`src/rtl/bg_blitter.sv`:
```
// rtl/bg_blitter.sv - raster-order frame fill from an image ROM into a pixel-write port
//
// Purpose: when started, walks every pixel of a WIDTH x HEIGHT image ROM in raster order and
// emits x, y, colour and a plot strobe, one pixel per cycle. ROM read latency is ROM_LAT (1 or 2).
// Optional feature macro: BLIT_TRANSPARENT_EN (pixels whose colour equals TRANSP_KEY are not plotted).
//
// Ports:
//   clk, reset        clock and synchronous active-high reset
//   start, abort      1-cycle fill request (IDLE only) / stop the current fill
//   rom_addr, rom_q   ROM address (y*WIDTH + x) and ROM data (ROM_LAT cycles later)
//   x, y, colour      registered pixel position and colour
//   plot              one pixel written per high cycle
//   busy, done        fill in progress / 1-cycle pulse after the final plot

module bg_blitter #(
  parameter int                      WIDTH      = 160,
  parameter int                      HEIGHT     = 120,
  parameter int                      X_W        = 8,
  parameter int                      Y_W        = 8,
  parameter int                      ADDR_W     = 15,
  parameter int                      COLOUR_W   = 12,
  parameter int                      ROM_LAT    = 1,
  parameter logic [COLOUR_W-1:0]     TRANSP_KEY = 12'h0F0
) (
  input  logic                clk,
  input  logic                reset,
  input  logic                start,
  input  logic                abort,
  output logic [ADDR_W-1:0]   rom_addr,
  input  logic [COLOUR_W-1:0] rom_q,
  output logic [X_W-1:0]      x,
  output logic [Y_W-1:0]      y,
  output logic [COLOUR_W-1:0] colour,
  output logic                plot,
  output logic                busy,
  output logic                done
);

  localparam logic [ADDR_W-1:0] LAST_ADDR = ADDR_W'(WIDTH * HEIGHT - 1);
  localparam logic [X_W-1:0]    LAST_X    = X_W'(WIDTH - 1);

  typedef enum logic [1:0] {IDLE, FILL, DRAIN, DONE} state_t;

  state_t         state, state_nxt;
  logic [X_W-1:0] gx;
  logic [Y_W-1:0] gy;

  // Valid bit and pixel position travelling alongside the ROM read.
  logic           v_pipe  [ROM_LAT];
  logic [X_W-1:0] gx_pipe [ROM_LAT];
  logic [Y_W-1:0] gy_pipe [ROM_LAT];

  logic last_addr;
  logic pipe_busy;
  logic accept;
  logic issue;
  logic keep;

  assign last_addr = (rom_addr == LAST_ADDR);
  assign accept    = (state == IDLE) && start && !abort;
  assign issue     = (state == FILL) && !abort;

`ifdef BLIT_TRANSPARENT_EN
  assign keep = (rom_q != TRANSP_KEY);
`else
  assign keep = 1'b1;
`endif

  always_comb begin
    pipe_busy = 1'b0;
    for (int i = 0; i < ROM_LAT; i++) pipe_busy = pipe_busy | v_pipe[i];
  end

  always_comb begin
    state_nxt = state;
    case (state)
      IDLE:    if (start && !abort) state_nxt = FILL;
      FILL:    if (abort) state_nxt = IDLE;
               else if (last_addr) state_nxt = DRAIN;
      DRAIN:   if (abort) state_nxt = IDLE;
               else if (!pipe_busy) state_nxt = DONE;
      DONE:    state_nxt = IDLE;
      default: state_nxt = IDLE;
    endcase
  end

  assign busy = (state == FILL) || (state == DRAIN);
  assign done = (state == DONE);

  always_ff @(posedge clk) begin
    if (reset) begin
      state    <= IDLE;
      rom_addr <= '0;
      gx       <= '0;
      gy       <= '0;
      x        <= '0;
      y        <= '0;
      colour   <= '0;
      plot     <= 1'b0;
      for (int i = 0; i < ROM_LAT; i++) begin
        v_pipe[i]  <= 1'b0;
        gx_pipe[i] <= '0;
        gy_pipe[i] <= '0;
      end
    end else begin
      state <= state_nxt;

      // Counters hold on the last address so nothing out of range is ever presented.
      if (accept) begin
        rom_addr <= '0;
        gx       <= '0;
        gy       <= '0;
      end else if (issue && !last_addr) begin
        rom_addr <= rom_addr + ADDR_W'(1);
        if (gx == LAST_X) begin
          gx <= '0;
          gy <= gy + Y_W'(1);
        end else begin
          gx <= gx + X_W'(1);
        end
      end

      v_pipe[0]  <= issue;
      gx_pipe[0] <= gx;
      gy_pipe[0] <= gy;
      for (int i = 1; i < ROM_LAT; i++) begin
        v_pipe[i]  <= v_pipe[i-1] && !abort;
        gx_pipe[i] <= gx_pipe[i-1];
        gy_pipe[i] <= gy_pipe[i-1];
      end

      // Abort discards whatever is in flight, including the pixel at the output stage.
      plot <= v_pipe[ROM_LAT-1] && keep && !abort;
      if (v_pipe[ROM_LAT-1] && keep && !abort) begin
        x      <= gx_pipe[ROM_LAT-1];
        y      <= gy_pipe[ROM_LAT-1];
        colour <= rom_q;
      end
    end
  end

endmodule

```
`config.mk`:
```
export PLATFORM = sky130hd
export DESIGN_NAME = bg_blitter
export DESIGN_NICKNAME = d
export VERILOG_FILES = /design/src/rtl/bg_blitter.sv
export SDC_FILE = /design/constraint.sdc
export NUM_CORES = 1
export LEC_CHECK = 0
export CORE_UTILIZATION = 53
export CTS_BUF_LIST = sky130_fd_sc_hd__clkbuf_2 sky130_fd_sc_hd__clkbuf_4 sky130_fd_sc_hd__clkbuf_8
export CTS_CLUSTER_DIAMETER = 50
export CTS_CLUSTER_SIZE = 40
export DETAILED_ROUTE_END_ITERATION = 10
export GPL_TIMING_DRIVEN = 0
export HOLD_SLACK_MARGIN = 0.12
export PLACE_DENSITY = 0.81
export SLEW_MARGIN = 5
export SYNTH_ARGS = -nofsm -noshare
export SYNTH_HDL_FRONTEND = slang
export SYNTH_SLANG_ARGS = --single-unit
```
`constraint.sdc`:
```
create_clock -name clk -period 2.6 [get_ports clk]
set_input_delay 0.39 -clock clk [delete_from_list [all_inputs] [get_ports clk]]
set_output_delay 0.39 -clock clk [all_outputs]
set_load 0.005 [all_outputs]
```
# == Yosys cells after proc, flatten, opt, wreduce, memory -nomap -nowiden ==
# Memory sizes are Yosys's and may differ from the RTL's. A register that Yosys moved wholly into a read port is not among the register bits.
# Index checks and enable logic that the tools add are counted.
# op_classes
n_eq_ne,8
mul,0
reduce_logical,16
shift,0
div_mod_pow,0
magnitude_cmp,0
bitwise_logic,0
n_mux,16
addsub,3
# op_table
operator,n
$mux W8,3
$add A8 B1 Y8 const B,2
$reduce_or A8 Y1,2
$add A15 B1 Y15 const B,1
$eq A15 B15 Y1 const B,1
$mux W2,5
$eq A8 B8 Y1 const B,1
$pmux W2 S4,1
$mux W1,7
$logic_and A1 B1 Y1,6
$ne A3 B3 Y1 const B,2
$eq A2 B2 Y1 const B,2
$reduce_and A3 Y1,1
$eq A2 B1 Y1 const B,1
$logic_not A1 Y1,2
$logic_not A2 Y1,1
$ne A2 B1 Y1 const B,1
$reduce_and A2 Y1,1
$reduce_or A2 Y1,1
$logic_or A1 B1 Y1,1
$reduce_or A1 Y1,1
# word_totals
romBits,0
latch_bits,0
regBits,46
out_inout_bits,46
mem_bits_rw,17
n_memories,3
# mem_list
memory,words,width,read_ports,rd_ports_with_merged_regs,write_ports,line,text
gx_pipe,1,8,1,1,1,50,logic [X_W-1:0] gx_pipe [ROM_LAT];
gy_pipe,1,8,1,1,1,51,logic [Y_W-1:0] gy_pipe [ROM_LAT];
v_pipe,1,1,1,0,1,49,logic v_pipe [ROM_LAT];

# == Logic depth before layout (Yosys ltp) ==
# Gate-level depths: netlist of the first run.
# logic_depth
ltp_word,4
depth_mapped,7

# == Least setup slack after synthesis of the first run ==
# OpenSTA, ideal clock, no wires.
# synth_path
kind,register to register
start,reg rom_addr[10]
end,reg state[0]
stages_incl_launch_ff,6
t_arrival_ns,1.848
period_less_slack_ns,1.934
path_slack_ns,0.666
setup_ns,0.086
n_path_buf,1
cell_sequence,dfxtp_1 -> or4b_4 -> nor4_4 -> buf_6 -> o21ai_2 -> a221oi_2
# synth_between
elab_chain_len,3
# synth_rtl
element,line,text
"start, declared",29,"output logic [ADDR_W-1:0] rom_addr,"
"start signal, assigned",114,rom_addr <= rom_addr + ADDR_W'(1);
$eq A15 B15 Y1,59,assign last_addr = (rom_addr == LAST_ADDR);
$ne A3 B3 Y1 (no line),--,
$reduce_and A3 Y1 (no line),--,
"end signal, assigned",106,state <= state_nxt;
"end, declared",44,"state_t state, state_nxt;"
# Every way passes these cells.
# A chain may end at the register's enable or synchronous reset.

# == Worst setup path in the final report of the first run ==
# layout_path
start,reg state[1]
end,reg gy[6]
# layout_between
elab_chain_len,4
# layout_rtl
element,line,text
$eq A2 B1 Y1 / $logic_not A2 Y1 (equally long branches),"61, 60",
$logic_and A1 B1 Y1 (on tied branches),"61, 60",
$logic_and A1 B1 Y1 (on tied branches),"113, 60",
$reduce_and A2 Y1 (no line) / $reduce_or A2 Y1 (equally long branches),--,
"end signal, assigned",117,gy <= gy + Y_W'(1);
"end, declared",46,logic [Y_W-1:0] gy;
# Parallel ways exist; a longest one is shown, timed or not.

==> results of run 1 <==
[stage by stage]
stage / utilization / hold slack [ps]
2_1_floorplan: - / 417.4
3_5_place_dp: 0.6881 / 425.4
5_1_grt: 0.7222 / 456.7
6_report: 0.7222 / 438.0
4_1_cts: 0.7222 / 430.0
3_3_place_gp: 0.6881 / 422.1
[flip-flops by register name, summed over array words and instances (netlist names), 2 cells and up]
name / count
gx: 8
gy: 8
rom_addr: 15
y: 8
gy_pipe: 8
colour: 12
state: 2
gx_pipe: 8
x: 8
[layout by cell type, fill, tap and decap left out, types with 3 or more instances in the layout]
master,synthesis,layout
nand4_1,8,8
clkbuf_1,14,14
nor2_1,8,8
ha_1,8,8
xnor2_1,4,4
nor2b_1,19,19
nand2_1,69,69
nand3_1,8,8
nand2b_1,3,3
nor3_1,3,3
clkdlybuf4s50_1,0,60
or4_1,15,15
mux2i_1,4,4
buf_1,3,3
nor4_1,5,5
or3_1,12,12
buf_6,3,3
clkbuf_8,0,9
dfxtp_1,79,79
clkinvlp_4,0,3
o21ai_0,11,11
inv_1,8,8
o31ai_1,12,12
a21oi_1,52,52
[metal layers]
| metal | wire length, um | global-route usage |
|---|---|---|
| met4 | 100 | 0.08571 |
| met3 | 522 | 0.06400 |
| met2 | 3294 | 0.4222 |
| met1 | 3236 | 0.2873 |
| met5 | 0 | 0 |
[Yosys cell counts, types with 2 or more instances]
| cell type | count |
|---|---|
| nand2_1 | 69 |
| nor2_1 | 8 |
| nor4_1 | 5 |
| xnor2_1 | 4 |
| nand4_1 | 8 |
| ha_1 | 8 |
| inv_1 | 8 |
| o21ai_0 | 11 |
| nand2b_1 | 3 |
| or3_1 | 12 |
| a22oi_1 | 2 |
| o21a_1 | 2 |
| nor3_1 | 3 |
| mux2i_1 | 4 |
| nor2b_1 | 19 |
| buf_6 | 3 |
| dfxtp_1 | 79 |
| nand3_1 | 8 |
| clkbuf_1 | 14 |
| or4_1 | 15 |
| o31ai_1 | 12 |
| a21oi_1 | 52 |
| buf_1 | 3 |
[cell families (layout without fill, tap and decap cells)]
| group | count (synthesis) | count (layout) | synth area share |
|---|---|---|---|
| adder cells (fa/ha/maj) | 8 | 8 | 0.03114 |
| AO/OA/AOI/OAI | 83 | 83 | 0.1471 |
| buffers and inverters | 29 | 104 | 0.04126 |
| flip-flops | 79 | 79 | 0.4920 |
| multiplexers | 4 | 4 | 0.01246 |
| AND/OR/NAND/NOR | 161 | 161 | 0.2651 |
| XOR/XNOR | 4 | 4 | 0.01090 |
[power by group through the flow]
stage                     Clock (mW)  Combinational, mW  Sequential [mW]
final                          0.904              0.159             1.23
after global routing           0.976              0.176             1.23
after CTS                      0.914              0.159             1.23
after detailed placement           0              0.157             1.26
after global placement             0              0.154             1.26
after floorplan                    0             0.0891             1.26
[worst reg2reg max path, delay by kind of cell (launching register included)]
| family | cells | cell delay (ps) |
|---|---|---|
| buffers and inverters | 2 | 450 |
| AND/OR/NAND/NOR | 3 | 1110 |
| flip-flops | 1 | 350 |
| adder cells (fa/ha/maj) | 1 | 230 |
| AO/OA/AOI/OAI | 1 | 150 |
[area by class of cell]
cell class | instances | share of cell area
Timing Repair Buffer | 60 | 0.1465
Tap cell | 72 | 0.02198
Multi-Input combinational cell | 260 | 0.3660
Inverter | 8 | 0.007326
Clock buffer | 9 | 0.03022
Buffer | 21 | 0.02503
Clock inverter | 6 | 0.01709
Sequential cell | 79 | 0.3858
[final timing paths]
| path | to | from | slack [ps] |
|---|---|---|---|
| max | gy[6] | state[1] | 230 |
| min | y[1] | gy_pipe[0][1] | 440 |
| max reg2reg | gy[6] | state[1] | 230 |
| min reg2reg | y[1] | gy_pipe[0][1] | 440 |
==> impl_results.md, run 1 <==
- Worst path cell trace: inv_1, ha_1, nor2b_1, clkbuf_1, nand4b_1, or4_1, a21oi_1
- Final setup viols: 0
- Slew at the pin closest to its max-slew limit: 568.5 ps
- Setup ws final: between 200 and 250 ps
- CP Capture Type: flop
- Largest net degree at the start of global routing: 15
- Hold Path Class: reg -> reg
- Final Skew: 9.736 ps
- Startpoint types: flop
- Root Driver: clkbuf_8
- Final Cycle Share: 0.9110
- Yosys reg bits: 79
- Required time worst endpoint: 2880 ps
- Register area: 0.001582 mm^2
- NumNets Final: 463
- CTS clk-pin slew, worst paths: 80 ps
- Worst path top cell family by delay: simple AND/OR/NAND/NOR gates
- Fill count: roughly 450
- # hold bufs at CTS: 0
- CP Max Fanout: 10
- Slew margin rel.: 0.6181
- Dpl ws: approximately 64 ps
- Post-DRT Antenna Nets: 0
- Initial core utilization: 0.5664
- Multi-input gate area: 0.001500 mm^2
- Largest area contributor in the netlist: dfxtp_1
- Buf/Inv on CP: 2
- Peak Freq: about 420 MHz
- Die area: 0.006380 mm^2
- Vias in the first global route: 2593
- First-pass GRT wire length: 12.00 mm
- Post-DP HPWL: slightly below 5 mm
- Synthesized area: approximately 0.0032 mm^2
- I/O Pins: just over 60
- Net Sw Frac: 0.2441
- Power per cell area: 559.2 mW/mm^2
- Synth Warn #: 0
- Clock insertion delay at the later pin of the skew report: roughly 350 ps
- Yosys cell types: 39
- Share of the synthesized area in the top cell type: 0.4920
- Clk sinks: 79
- Port Buf Inserts: 60
- CTS Buf Count: 9
- Placed instance area: 0.003905 mm^2
- Internal power: about 1.7 mW
- Grt ovf: 0
- Cell area after layout: between 0.004 and 0.005 mm^2
- Power share of the sequential group: 0.537
- Sw Pwr: 0.5596 mW
- DR pass1 iterations: 6
- Die H: 79.88 um
- Final GP Congestion: 0.8302
- Setup fix buffers added after clock tree synthesis: 0
- Fin cells: 515
- Status: completed
- R2R depth: 7
- WL final: 7.153 mm
- Core Region: 0.005675 mm^2
- Ant diodes: 0
- Vias per cell: approximately 5.5
- Row count: 27
- MaxCap Viol Count: 0
- PnR Total Power: 2.292 mW
- Worst EP arrival: 2650 ps
- VDD IR max: approximately 0.32 mV
- Setup CP Type: reg -> reg
- RSZ-0062 raised after global routing: false
- Total number of vias: 2838
- EDFF count, synth: 0
- Leak: 1.324 nW
- Minimum clock period: ~2400 ps
- Syn Nets: 392
- Levels on crit path: 7
- Routed WL per cell: 13.89 um
- Setup TNS: 0 ps
- Placed Cells: 500
- Initial drt markers: 109
- Share of cells above drive strength 1: 0.05418
- Post-CTS Resized: 0
- Synth-to-layout area growth: 27.52%
- Slew Limit Fails: 0
- Hold Vio Cnt, Final: 0
- CTS tree: done
- Critical path's slowest cell: or4_1
- Die X: 79.88 um
- Synth Instances: 368
- Synth area leaders: dfxtp_1 49%, a21oi_1 8.1%, nand2_1 8.1%
- Post-synth ARST share: 0
- Total GRT Usage: 0.2431
- Number of H-tree levels: 3
- # DRC: 0
- CP max stage delay: 580 ps
- Logic pwr share: 0.069
- Post-synthesis average cell area: just under 9 um^2
- WHS Path Cells: 2
- Clock share of power: 0.394
- Synth Flop Type: dfxtp_1
- Initial antenna violation count: 0
- Max Root-Sink Buffers: 2
- Seq/Total Area, Yosys: 0.4920
Note: power is estimated with default switching activity, not from simulation.
==> inputs of run 2 (changes only) <==
--- a/config.mk
+++ b/config.mk
@@ -5,14 +5,15 @@
 export SDC_FILE = /design/constraint.sdc
 export NUM_CORES = 1
 export LEC_CHECK = 0
-export CORE_UTILIZATION = 53
+export CORE_UTILIZATION = 60
 export CTS_BUF_LIST = sky130_fd_sc_hd__clkbuf_2 sky130_fd_sc_hd__clkbuf_4 sky130_fd_sc_hd__clkbuf_8
 export CTS_CLUSTER_DIAMETER = 50
 export CTS_CLUSTER_SIZE = 40
 export DETAILED_ROUTE_END_ITERATION = 10
+export DONT_BUFFER_PORTS = 1
 export GPL_TIMING_DRIVEN = 0
 export HOLD_SLACK_MARGIN = 0.12
-export PLACE_DENSITY = 0.81
+export PLACE_DENSITY = 0.76
 export SLEW_MARGIN = 5
 export SYNTH_ARGS = -nofsm -noshare
 export SYNTH_HDL_FRONTEND = slang
==> run 2 against run 1 <==
Effect of this change: final area fell by 15%; worst setup slack improved by 92 ps; sequential power about the same; utilization is 4.2 points lower; clock skew is 1.3 ps higher; register-to-register slack improved by 90 ps; via count fell by 9.4%; cell count fell by 12%; wire length decreased by 8.7%; sequential share of layout area is 6.7 points higher; clock power shrank 1%; largest power group unchanged.
==> impl_results.md, run 2 (synthesized netlist as in run 1, its figures left out) <==
- CP endpoint: gy[7]
- Clock share of power: 0.399
- Post-DRT Antenna Nets: 0
- Buf/Inv on CP: 2
- Logic pwr share: 0.053
- # DRC: 0
- Largest net degree at the start of global routing: 15
- First-pass GRT wire length: 10.23 mm
- VDD IR max: 0.4874 mV
- Hold Vio Cnt, Final: 0
- Max Root-Sink Buffers: 2
- CP Max Fanout: 10
- Setup CP Type: reg -> reg
- Final Skew: 11.00 ps
- Max FFs per register: 15
- CP max stage delay: 570 ps
- Initial antenna violation count: 0
- Cell area after layout: ~0.0035 mm^2
- DR pass1 iterations: 4
- Worst path top cell family by delay: simple AND/OR/NAND/NOR gates
- WHS Path Cells: 2
- Power share of the sequential group: 0.549
- Slew margin rel.: 0.6048
- Largest regs: rom_addr x15, colour x12
- RSZ-0062 raised after global routing: false
- Synth-to-layout area growth: 8.758%
- Net Sw Frac: 0.2415
- NumNets Final: 403
- I/O Pins: 62
- Clock insertion delay at the later pin of the skew report: 350 ps
- WL final: 6.528 mm
- R2R setup slack: 320 ps
- Commonest non-fill, non-tap cell in the layout: dfxtp_1
- Worst path cell trace: inv_1, ha_1, nor2b_1, clkbuf_1, nand4b_1, or4_1, a21oi_1
- Setup fix buffers added after clock tree synthesis: 0
- Startpoint types: flop
- Initial drt markers: 102
- Peak Freq: 439.3 MHz
- Final Cycle Share: 0.8756
- Die H: 75.20 um
- WHS: about 170 ps
- PnR Total Power: 2.243 mW
- Vias in the first global route: 2266
- Final GP Congestion: 0.8865
- Hold Path Class: in -> reg
- Row count: 26
- Post-CTS Resized: 0
- Share of cells above drive strength 1: 0.06510
- Vias per cell: 5.665
- Setup TNS: 0 ps
- Finished Core Util: 0.6801
- CTS Buf Count: 9
- Slew at the pin closest to its max-slew limit: 588.4 ps
- Ant diodes: 0
- Clk sinks: 79
- Die X: 75.20 um
- Dpl ws: 352.4 ps
- Sw Pwr: 0.5418 mW
- Levels on crit path: 7
- Die area: 0.005654 mm^2
- Initial core utilization: 0.6254
- Placed Cells: 438
- Most frequent cells in the layout: 79 x dfxtp_1, 69 x nand2_1, 52 x a21oi_1, 19 x nor2b_1, 15 x or4_1
- Routed WL per cell: 14.38 um
- Grt ovf: 0
- CTS clk-pin slew, worst paths: 80 ps
- # hold bufs at CTS: 0
- Internal power: 1.701 mW
- R2R Path End: gy[7]
- Power per cell area: approximately 640 mW/mm^2
- Required time worst endpoint: around 2900 ps
- Setup crit start: state[1]
- Critical path's slowest cell: or4_1
- Placed instance area: 0.003302 mm^2
- Status: completed
- Number of H-tree levels: 3
- Total number of vias: 2572
- MaxCap Viol Count: 0
- R2R depth: 7
- Root Driver: clkbuf_8
- Final setup viols: 0
- Post-DP HPWL: roughly 4.5 mm
- Port Buf Inserts: 0
- CP Capture Type: flop
- Setup ws final: 323.5 ps
- Leak: 1.124 nW
- CTS tree: done
- Core Region: 0.005140 mm^2
- Slew Limit Fails: 0
- Minimum clock period: between 2000 and 2500 ps
- Worst EP arrival: 2550 ps
- Largest reg by FF count: rom_addr
- RR Startpoint: state[1]
- Total GRT Usage: 0.2439
- Fin cells: 454
run 2: cell count changes in the layout (fill, tap and decap cells not counted), sizes merged:
cell           delta
clkdlybuf4s50    -60
clkinv            +3
clkinvlp          -2
run 2: cell type report:
type                            count  area (um^2)
Inverter                            8        30.03
Sequential cell                    79         1582
Clock buffer                        9        123.9
Multi-Input combinational cell    260         1500
Tap cell                           70        87.58
Clock inverter                      7        70.07
Buffer                             21        102.6
Fill cell                         453         1644
run 2: how the worst min path moves through the flow:
stage	from	end	slack, ps
4_1_cts	rom_q[10]	colour[10]	150
2_1_floorplan	gx_pipe[0][0]	x[0]	420
3_5_place_dp	gy_pipe[0][6]	y[6]	420
5_1_grt	rom_q[10]	colour[10]	160
6_report	rom_q[7]	colour[7]	170
3_3_place_gp	gy_pipe[0][1]	y[1]	420
run 2: power by group through the flow:
stage | clock network, mW | logic (mW) | registers (mW)
after global routing | 0.960 | 0.133 | 1.23
after CTS | 0.910 | 0.119 | 1.23
after detailed placement | 0 | 0.118 | 1.26
after global placement | 0 | 0.116 | 1.26
final | 0.894 | 0.118 | 1.23
after floorplan | 0 | 0.0891 | 1.26
run 2: layer usage:
metal  vias up  GRT usage  routed length (um)
li1       1315          -                   -
met1      1164     0.3034                2976
met2        87     0.3904                3045
met3         6    0.07764                 417
met4         0     0.1070                  88
met5         -          0                   0
==> inputs of run 3 (changes only) <==
==> constraint.sdc (replaced) <==
create_clock -name clk -period 2.6 [get_ports clk]
set_input_delay 0.39 -clock clk [delete_from_list [all_inputs] [get_ports clk]]
set_output_delay 0.39 -clock clk [all_outputs]
set_load 0.02 [all_outputs]
==> results of run 3 <==
Same layout as run 2 (identical final DEF). Status: completed.
Among the figures that moved: setup slack after placement 352.4 ps -> 278.1 ps; setup slack after layout 323.5 ps -> 263.9 ps; hold slack 166.3 ps -> 166.4 ps; start point of the critical path state[1] -> rom_addr[11]; end point of the critical path gy[7] -> rom_addr[2]; register-to-register setup slack 320 ps -> 260 ps; total power 2.243 mW -> 2.254 mW; worst IR drop on VDD 0.4874 mV -> 0.4875 mV
